===== config.mk =====
export PLATFORM = sky130hd
export DESIGN_NAME = note_sequencer
export DESIGN_NICKNAME = d
export VERILOG_FILES = /design/src/rtl/note_pkg.sv /design/src/rtl/note_window.sv /design/src/rtl/note_sequencer.sv
export SDC_FILE = /design/constraint.sdc
export NUM_CORES = 1
export LEC_CHECK = 0
export CAP_MARGIN = 20
export CORE_MARGIN = 10
export CORE_UTILIZATION = 49
export CTS_BUF_LIST = sky130_fd_sc_hd__clkbuf_8
export DETAILED_ROUTE_END_ITERATION = 10
export PLACE_DENSITY = 0.83
export SYNTH_ARGS = -nofsm -noshare
export SYNTH_HDL_FRONTEND = slang
export SYNTH_SLANG_ARGS = --single-unit

===== constraint.sdc =====
create_clock -name clk -period 2.5 [get_ports clk]
set_input_delay 0.5 -clock clk [delete_from_list [all_inputs] [get_ports clk]]
set_output_delay 0.5 -clock clk [all_outputs]
set_load 0.03 [all_outputs]

===== src/rtl/note_pkg.sv =====
// Shared definitions for the note sequencer.
// Holds the geometry constants (memory address/data widths, lane count,
// window depth, end-of-song bit), the FSM state encoding, and a helper
// that maps the song_len input to an effective word count.
package note_pkg;

    localparam int ADDR_W  = 6;
    localparam int DATA_W  = 32;
    localparam int LANES   = 4;
    localparam int DEPTH   = 8;
    localparam int END_BIT = 31;
    localparam int DCNT_W  = $clog2(DEPTH) + 1;

    typedef logic [2:0] state_t;

    localparam state_t ST_IDLE  = 3'd0;
    localparam state_t ST_FETCH = 3'd1;
    localparam state_t ST_WAIT  = 3'd2;
    localparam state_t ST_READY = 3'd3;
    localparam state_t ST_DRAIN = 3'd4;
    localparam state_t ST_DONE  = 3'd5;

    // A length of zero means "the whole memory".
    function automatic logic [ADDR_W:0] eff_len(input logic [ADDR_W:0] len);
        return (len == '0) ? {1'b1, {ADDR_W{1'b0}}} : len;
    endfunction

endpackage


===== src/rtl/note_window.sv =====
// Scrolling window of lane notes: DEPTH rows of LANES bits.
// Row 0 (bits [LANES-1:0]) is the newest row; a shift moves every row one
// position toward row DEPTH-1 and loads din into row 0.
// Ports:
//   clk, reset : clock and asynchronous active-high reset
//   clear      : synchronous clear of all rows (wins over shift)
//   shift      : advance the window by one row
//   din        : lane bits loaded into row 0 on shift
//   rows       : packed window, row r = rows[r*LANES +: LANES]
module note_window
    import note_pkg::*;
(
    input  logic                   clk,
    input  logic                   reset,
    input  logic                   clear,
    input  logic                   shift,
    input  logic [LANES-1:0]       din,
    output logic [LANES*DEPTH-1:0] rows
);

    always_ff @(posedge clk or posedge reset) begin
        if (reset) begin
            rows <= '0;
        end else if (clear) begin
            rows <= '0;
        end else if (shift) begin
            rows <= {rows[LANES*(DEPTH-1)-1:0], din};
        end
    end

endmodule


===== src/rtl/note_sequencer.sv =====
// Song sequencer: walks a note memory one word per tempo tick, prefetching
// the next word so that a tick in READY is applied on that very edge.
// After the last word it shifts DEPTH empty rows through the window and
// stops in DONE.
// Handshake: mem_rd is a one-cycle read strobe at mem_addr; the memory
// returns the word on mem_data during the following cycle, where WAIT
// captures it. There is no back-pressure.
// Ports:
//   clk, reset  : clock and asynchronous active-high reset
//   beat_tick   : one-cycle tempo pulse
//   start       : one-cycle (re)start from address 0, any state
//   pause       : level; ticks are ignored and pending is held while high
//   song_len    : words in song (0 = 64), sampled on start
//   mem_addr/mem_rd/mem_data : note memory read port
//   lane_rows   : scroll window, row 0 newest
//   hit_row     : oldest row (judgement row)
//   playing/done: status
//   beat_count  : song words shifted into the window since start
module note_sequencer
    import note_pkg::*;
(
    input  logic                   clk,
    input  logic                   reset,
    input  logic                   beat_tick,
    input  logic                   start,
    input  logic                   pause,
    input  logic [ADDR_W:0]        song_len,
    output logic [ADDR_W-1:0]      mem_addr,
    output logic                   mem_rd,
    input  logic [DATA_W-1:0]      mem_data,
    output logic [LANES*DEPTH-1:0] lane_rows,
    output logic [LANES-1:0]       hit_row,
    output logic                   playing,
    output logic                   done,
    output logic [ADDR_W:0]        beat_count
);

    state_t              state;
    logic [ADDR_W:0]     len_q;
    logic [DATA_W-1:0]   next_word;
    logic                pending;
    logic                end_seen;
    logic [DCNT_W-1:0]   drain_cnt;

    logic                tick_in;
    logic                service;
    logic [ADDR_W:0]     next_addr;
    logic                last_word;
    logic                win_shift;
    logic [LANES-1:0]    win_din;
    logic                unused_bits;

    assign tick_in   = beat_tick & ~pause;
    // READY services either a fresh tick or one latched during the fetch.
    assign service   = ~pause & (beat_tick | pending);
    assign next_addr = {1'b0, mem_addr} + 1'b1;
    assign last_word = next_word[END_BIT] | (next_addr == len_q);

    always_ff @(posedge clk or posedge reset) begin
        if (reset) begin
            state      <= ST_IDLE;
            mem_addr   <= '0;
            len_q      <= '0;
            next_word  <= '0;
            pending    <= 1'b0;
            end_seen   <= 1'b0;
            drain_cnt  <= '0;
            beat_count <= '0;
        end else if (start) begin
            // Restart discards any tick arriving on the same edge.
            state      <= ST_FETCH;
            mem_addr   <= '0;
            len_q      <= eff_len(song_len);
            pending    <= 1'b0;
            end_seen   <= 1'b0;
            drain_cnt  <= '0;
            beat_count <= '0;
        end else begin
            case (state)
                ST_IDLE: begin
                end
                ST_FETCH: begin
                    if (tick_in) pending <= 1'b1;
                    state <= ST_WAIT;
                end
                ST_WAIT: begin
                    if (tick_in) pending <= 1'b1;
                    next_word <= mem_data;
                    state     <= ST_READY;
                end
                ST_READY: begin
                    if (service) begin
                        pending    <= 1'b0;
                        beat_count <= beat_count + 1'b1;
                        if (last_word) begin
                            end_seen  <= 1'b1;
                            drain_cnt <= '0;
                            state     <= ST_DRAIN;
                        end else begin
                            mem_addr <= mem_addr + 1'b1;
                            state    <= ST_FETCH;
                        end
                    end
                end
                ST_DRAIN: begin
                    if (tick_in) begin
                        drain_cnt <= drain_cnt + 1'b1;
                        if (drain_cnt == DCNT_W'(DEPTH - 1)) state <= ST_DONE;
                    end
                end
                ST_DONE: begin
                end
                default: state <= ST_IDLE;
            endcase
        end
    end

    assign win_shift = ~start & (((state == ST_READY) & service) |
                                 ((state == ST_DRAIN) & tick_in));
    assign win_din   = (state == ST_READY) ? next_word[LANES-1:0] : '0;

    note_window u_window (
        .clk   (clk),
        .reset (reset),
        .clear (start),
        .shift (win_shift),
        .din   (win_din),
        .rows  (lane_rows)
    );

    assign hit_row = lane_rows[LANES*(DEPTH-1) +: LANES];
    assign mem_rd  = (state == ST_FETCH);
    assign done    = (state == ST_DONE);
    assign playing = (state == ST_FETCH) | (state == ST_WAIT) |
                     (state == ST_READY) | (state == ST_DRAIN);

    // Word bits between the lanes and END_BIT carry no meaning here.
    assign unused_bits = ^{end_seen, next_word[END_BIT-1:LANES]};

endmodule


After elaboration in Yosys (flattened, before gate mapping)
Cells that the tools add are included.
{"block": "totals", "ff_bits": 92, "latchBits": 0, "ram_bits": 0, "rom_bits": 0, "out_inout_bits": 52, "wordCells": 80, "n_memories": 0}
{"block": "classes", "add_sub_neg": 4, "mul": 0, "n_div": 0, "n_lt_le_gt_ge": 0, "n_eq_ne": 14, "shift": 0, "muxes": 26, "bitwise_logic": 13, "n_reduce_logical": 15}
{"operator": "$mux W32", "count": 2}
{"operator": "$mux W7", "count": 4}
{"operator": "$mux W6", "count": 4}
{"operator": "$mux W4", "count": 5}
{"operator": "$mux W3", "count": 5}
{"operator": "$pmux W3 S5", "count": 1}
{"operator": "$ne A3 B3 Y1 const B", "count": 4}
{"operator": "$pmux W4 S2", "count": 1}
{"operator": "$reduce_and A4 Y1", "count": 2}
{"operator": "$add A6 B1 Y7 const B", "count": 1}
{"operator": "$add A7 B1 Y7 const B", "count": 1}
{"operator": "$eq A7 B7 Y1", "count": 1}
{"operator": "$logic_not A7 Y1", "count": 1}
{"operator": "$add A6 B1 Y6 const B", "count": 1}
{"operator": "$eq A3 B2 Y1 const B", "count": 2}
{"operator": "$eq A3 B3 Y1 const B", "count": 2}
{"operator": "$or A1 B1 Y1", "count": 6}
{"operator": "$reduce_and A3 Y1", "count": 2}
{"operator": "$reduce_bool A2 Y1", "count": 3}
{"operator": "$reduce_bool A3 Y1", "count": 2}
{"operator": "$and A1 B1 Y1", "count": 5}
{"operator": "$add A4 B1 Y4 const B", "count": 1}
{"operator": "$eq A4 B3 Y1 const B", "count": 1}
{"operator": "$reduce_and A2 Y1", "count": 2}
{"operator": "other kinds (9)", "count": 13}

Depth between registers and ports, before layout
{"block": "logic_depth", "word_depth": 7, "mapped_depth": 8}

By module
A second synthesis with hierarchy kept.
{"block": "hier_totals", "hier_cells": 276, "hier_area_um2": 3173.0}
{"mod": "note_sequencer", "instances": 1, "cells_per_inst": 172, "area_per_inst_um2": 1845.5, "seq_area_each_um2": 825.8}
{"mod": "note_window", "instances": 1, "cells_per_inst": 104, "area_per_inst_um2": 1327.5, "seq_area_each_um2": 800.8}

Worst setup path before layout
No wires, ideal clock.
{"block": "synth_path", "kind": "register to register", "startpoint": "register mem_addr[0]", "endpoint": "register mem_addr[4]", "setup_time_ns": 0.128, "t_arrival_ns": 2.196, "path_slack_ns": 0.176, "path_stages_with_launch": 7, "synth_period_minus_slack_ns": 2.324, "cell_sequence": "dfrtp_1 -> ha_1 -> or3_1 -> a311oi_2 -> o31a_1 -> nor4_1 -> mux2_1"}
{"block": "synth_via", "elab_chain_cells": 5, "elab_cells_between_ends": 10, "classes_between": "add/sub: 2; eq/ne: 2; mux: 4; bitwise: 1; reduce/logical: 1"}
{"element": "from (decl)", "line_no": "note_sequencer.sv:28", "text": "output logic [ADDR_W-1:0] mem_addr,"}
{"element": "from (signal assigned)", "line_no": "note_sequencer.sv:100", "text": "mem_addr <= mem_addr + 1'b1;"}
{"element": "$add A6 B1 Y7 or $add A6 B1 Y6 (tied branches)", "line_no": "note_sequencer.sv:56, note_sequencer.sv:100"}
{"element": "$eq A7 B7 Y1 or $mux W6 (tied branches)", "line_no": "note_sequencer.sv:57, note_sequencer.sv:95"}
{"element": "$or A1 B1 Y1 or $mux W6 (tied branches)", "line_no": "note_sequencer.sv:57, note_sequencer.sv:92"}
{"element": "$ne A2 B2 Y1 (no source line) or $mux W6 (tied branches)"}
{"element": "$reduce_and A3 Y1 (no source line) or $mux W6 (tied branches)"}
Several ways; a longest one is shown, not always the timed one. The select of a mux whose other input is x is not followed.
A chain may end at the register's enable or synchronous reset.

Worst setup path in the final report
{"block": "layout_path", "startpoint": "register state[0]", "endpoint": "output port playing"}
{"block": "layout_via", "elab_chain_cells": 4, "elab_cells_between_ends": 7, "classes_between": "eq/ne: 4; bitwise: 3"}
{"element": "from (decl)", "line_no": "note_sequencer.sv:38", "text": "state_t state;"}
{"element": "from (signal assigned)", "line_no": "note_sequencer.sv:61", "text": "state <= ST_IDLE;"}
{"element": "from (signal assigned)", "line_no": "note_sequencer.sv:71", "text": "state <= ST_FETCH;"}
{"element": "from (signal assigned)", "line_no": "note_sequencer.sv:84", "text": "state <= ST_WAIT;"}
{"element": "$eq A3 B1 Y1 or $eq A3 B2 Y1 (tied branches)", "line_no": "note_sequencer.sv:134", "text": "assign playing = (state == ST_FETCH) | (state == ST_WAIT) |"}
{"element": "$or A1 B1 Y1 (2 in series)", "line_no": "note_sequencer.sv:134"}
{"element": "$or A1 B1 Y1 (*)", "line_no": "note_sequencer.sv:135", "text": "(state == ST_READY) | (state == ST_DRAIN);"}
{"element": "to (decl)", "line_no": "note_sequencer.sv:33", "text": "output logic playing,"}
Every way passes the cells marked *; elsewhere a longest branch is shown, timed or not.

==> qor.csv <==
metric,value,unit
root buffer selected by CTS,clkbuf_8,
status,"finished, final reports clean",
crit start category,flip-flop,
cell depth of the worst flop-to-flop path,6,
synth unique cells,51,
Switching Fraction,29.6,%
area grow syn2layout,31.3,%
Comb power frac,22.3,%
P per Cell Area,668,nW/um^2
"Avg Cell Area, Syn",9.54,um^2
Post-route DRC,0,
part of the Yosys area used for sequential elements,49.7,%
drt pass-1 iters,4,
final net count,460,
Static Leakage,1.78,nW
Die ar.,10300,um^2
Routed WL,7.63,mm
TNS Setup,0,ps
Clock Skew,8.28,ps
H-Tree Depth,3,
IO buf count,68,
Mapped Area,3270,um^2
Flop pwr share,44.4,%
global-route wire length before repair,13.1,mm
max-cap violation count,0,
Post-CTS Setup Bufs,0,
Post-Place Worst Slack,168,ps
worst reg2reg path endpoint,mem_addr[2]$_DFFE_PP0P_,
number of synthesized flops with an enable pin,0,
clk_lat worst skew,340,ps
Peak VDD IR,417,uV
Cell Int Power,2.02,mW
detailed placer's ending HPWL,5.60,mm
Final Hold Vio Count,0,
placed insts,479,
max-slew violations,0,
Seq cells post-synth,65,
fin crit share,95.7,%
FF-to-FF setup slack,130,ps
fin util,66.9,%
antenna-violating nets left,0,
crit end category,output port,
Worst slew margin,60.3,%
ys flop type,dfrtp_1,
Vias,2682,
Row Count,29,
RSZ-0062 raised after global routing,no,
final setup margin,106,ps
crit-path max FO,11,
Gate Count Post-Synth,343,
Clock power frac,33.3,%
most frequent cells in the layout,"clkdlybuf4s50_1 (66), dfrtp_1 (64), nand2_1 (51), o21ai_0 (39), nand2b_1 (31)",
per-cell routed wire length,15.4,um
"most common cell after layout, fill and taps aside",clkdlybuf4s50_1,
clk buf depth,2,
vias in the first global route,2734,
Die X,102,um
CTS Buf Count,9,
core box area,6420,um^2
CTS Sinks,65,
I/O pin count,96,
DIE HEIGHT,102,um
total track usage,15.7,%
synth warn,0,
grt total ovfl,0,
Sw Pwr,0.850,mW
initial antenna violation count,0,
layout cells sized above 1,12.5,%
initial core utilization,50.9,%
Setup CP Type,reg -> out,
origin of the critical flop-to-flop path,mem_addr[1]$_DFFE_PP0P_,
syn_nets,390,
Peak Freq,0.418,GHz
# setup viols final,0,
clock slew at reported path FFs,70,ps
"Req. time, crit path",2000,ps
Period minus WS final,2390,ps
Layout Cells excl Fill,494,
vias per cell,5.43,
Iter 0 DRT Violations,141,
worst slew pin tran,590,ps
ys async rst share,100,%
CTS tree,yes,
Hold Path Class,in -> async,
RD Place Congestion,0.876,
cts hold-fix bufs,0,
ANT cells,0,
Worst EP arrival,1890,ps
largest net degree at the start of global routing,65,
## worst max-delay path, cell delays in order (launching register included)
cell	delay [ps]
dfrtp_1	490
nor2_2	230
xnor2_1	140
clkdlybuf4s50_1	690
## metrics by stage
step                      instance area (um^2)  hold slack, ps  power, mW
after floorplan                           3270             481       1.68
after global placement                    4080             483       1.91
after detailed placement                  4080             496       1.93
after CTS                                 4290             500       2.89
after global routing                      4300             532       3.01
final                                     4300             507       2.87
## flip-flops by register name (all words and copies together), names as in the netlist
name and flops:
mem_addr 6, pending 1, next_word 5, len_q 7, u_window.rows 32, state 3, drain_cnt 4, beat_count 7
## synthesized netlist by cell type (5+ instances only)
cell type	n	area (um^2)
a21oi_1	13	65.1
buf_4	5	37.5
clkbuf_1	15	56.3
dfrtp_1	65	1630
inv_1	6	22.5
mux2_2	12	135
nand2_1	51	191
nand2b_1	31	194
nand3_1	7	35.0
nor2_1	23	86.3
nor2b_1	5	31.3
nor3_1	6	30.0
o21ai_0	39	195
xnor2_1	6	52.6
xor2_1	5	43.8
## area by class of cell
cell class	count	area, um^2
fill	491	2130
clock inverter	5	72.6
clock buffer	10	138
sequential	65	1630
multi-input combinational	248	1510
tap	77	96.3
inverter	6	22.5
timing repair buffer	83	828
## kinds of logic (layout without fill, tap and decap cells)
family,Yosys count,in the layout,share of synthesized area (%)
compound gates,72,72,13.1
fa+ha+maj,3,3,1.15
buf+inv,30,104,4.36
xor+xnor,11,11,2.95
mux,14,14,4.78
simple gates,148,148,23.9
flops,65,65,49.7
## worst max path at each step
stage                             from                 endpoint
3_5_place_dp   mem_addr[1]$_DFFE_PP0P_  mem_addr[2]$_DFFE_PP0P_
2_1_floorplan  mem_addr[0]$_DFFE_PP0P_  mem_addr[4]$_DFFE_PP0P_
3_3_place_gp   mem_addr[1]$_DFFE_PP0P_  mem_addr[2]$_DFFE_PP0P_
6_report          state[0]$_DFFE_PP0P_                  playing
5_1_grt           state[0]$_DFFE_PP0P_                  playing
4_1_cts           state[0]$_DFFE_PP0P_                  playing
## power groups by stage
| stage | Sequential (mW) | Clock, mW | Combinational (mW) |
|---|---|---|---|
| floorplan | 1.28 | 0 | 0.393 |
| global placement | 1.28 | 0 | 0.626 |
| detailed placement | 1.29 | 0 | 0.643 |
| CTS | 1.27 | 0.975 | 0.646 |
| global route | 1.29 | 1.02 | 0.701 |
| finish | 1.27 | 0.957 | 0.640 |
## per-layer routing
layer  global-route usage, %  vias to the layer above  routed length (um)
met5                       0                        -                   0
met4                    7.15                        0                 146
met3                    5.58                       14                 571
met2                    25.0                       90                3650
met1                    18.6                     1264                3270
li1                        -                     1314                   -
## timing repair
action | 4_1_cts | 5_1_grt
setup endpoints to repair | 0 | 3
hold endpoints to repair | 0 | 0
gates resized for setup | 0 | 3
Note: power is estimated with default switching activity, not from simulation.
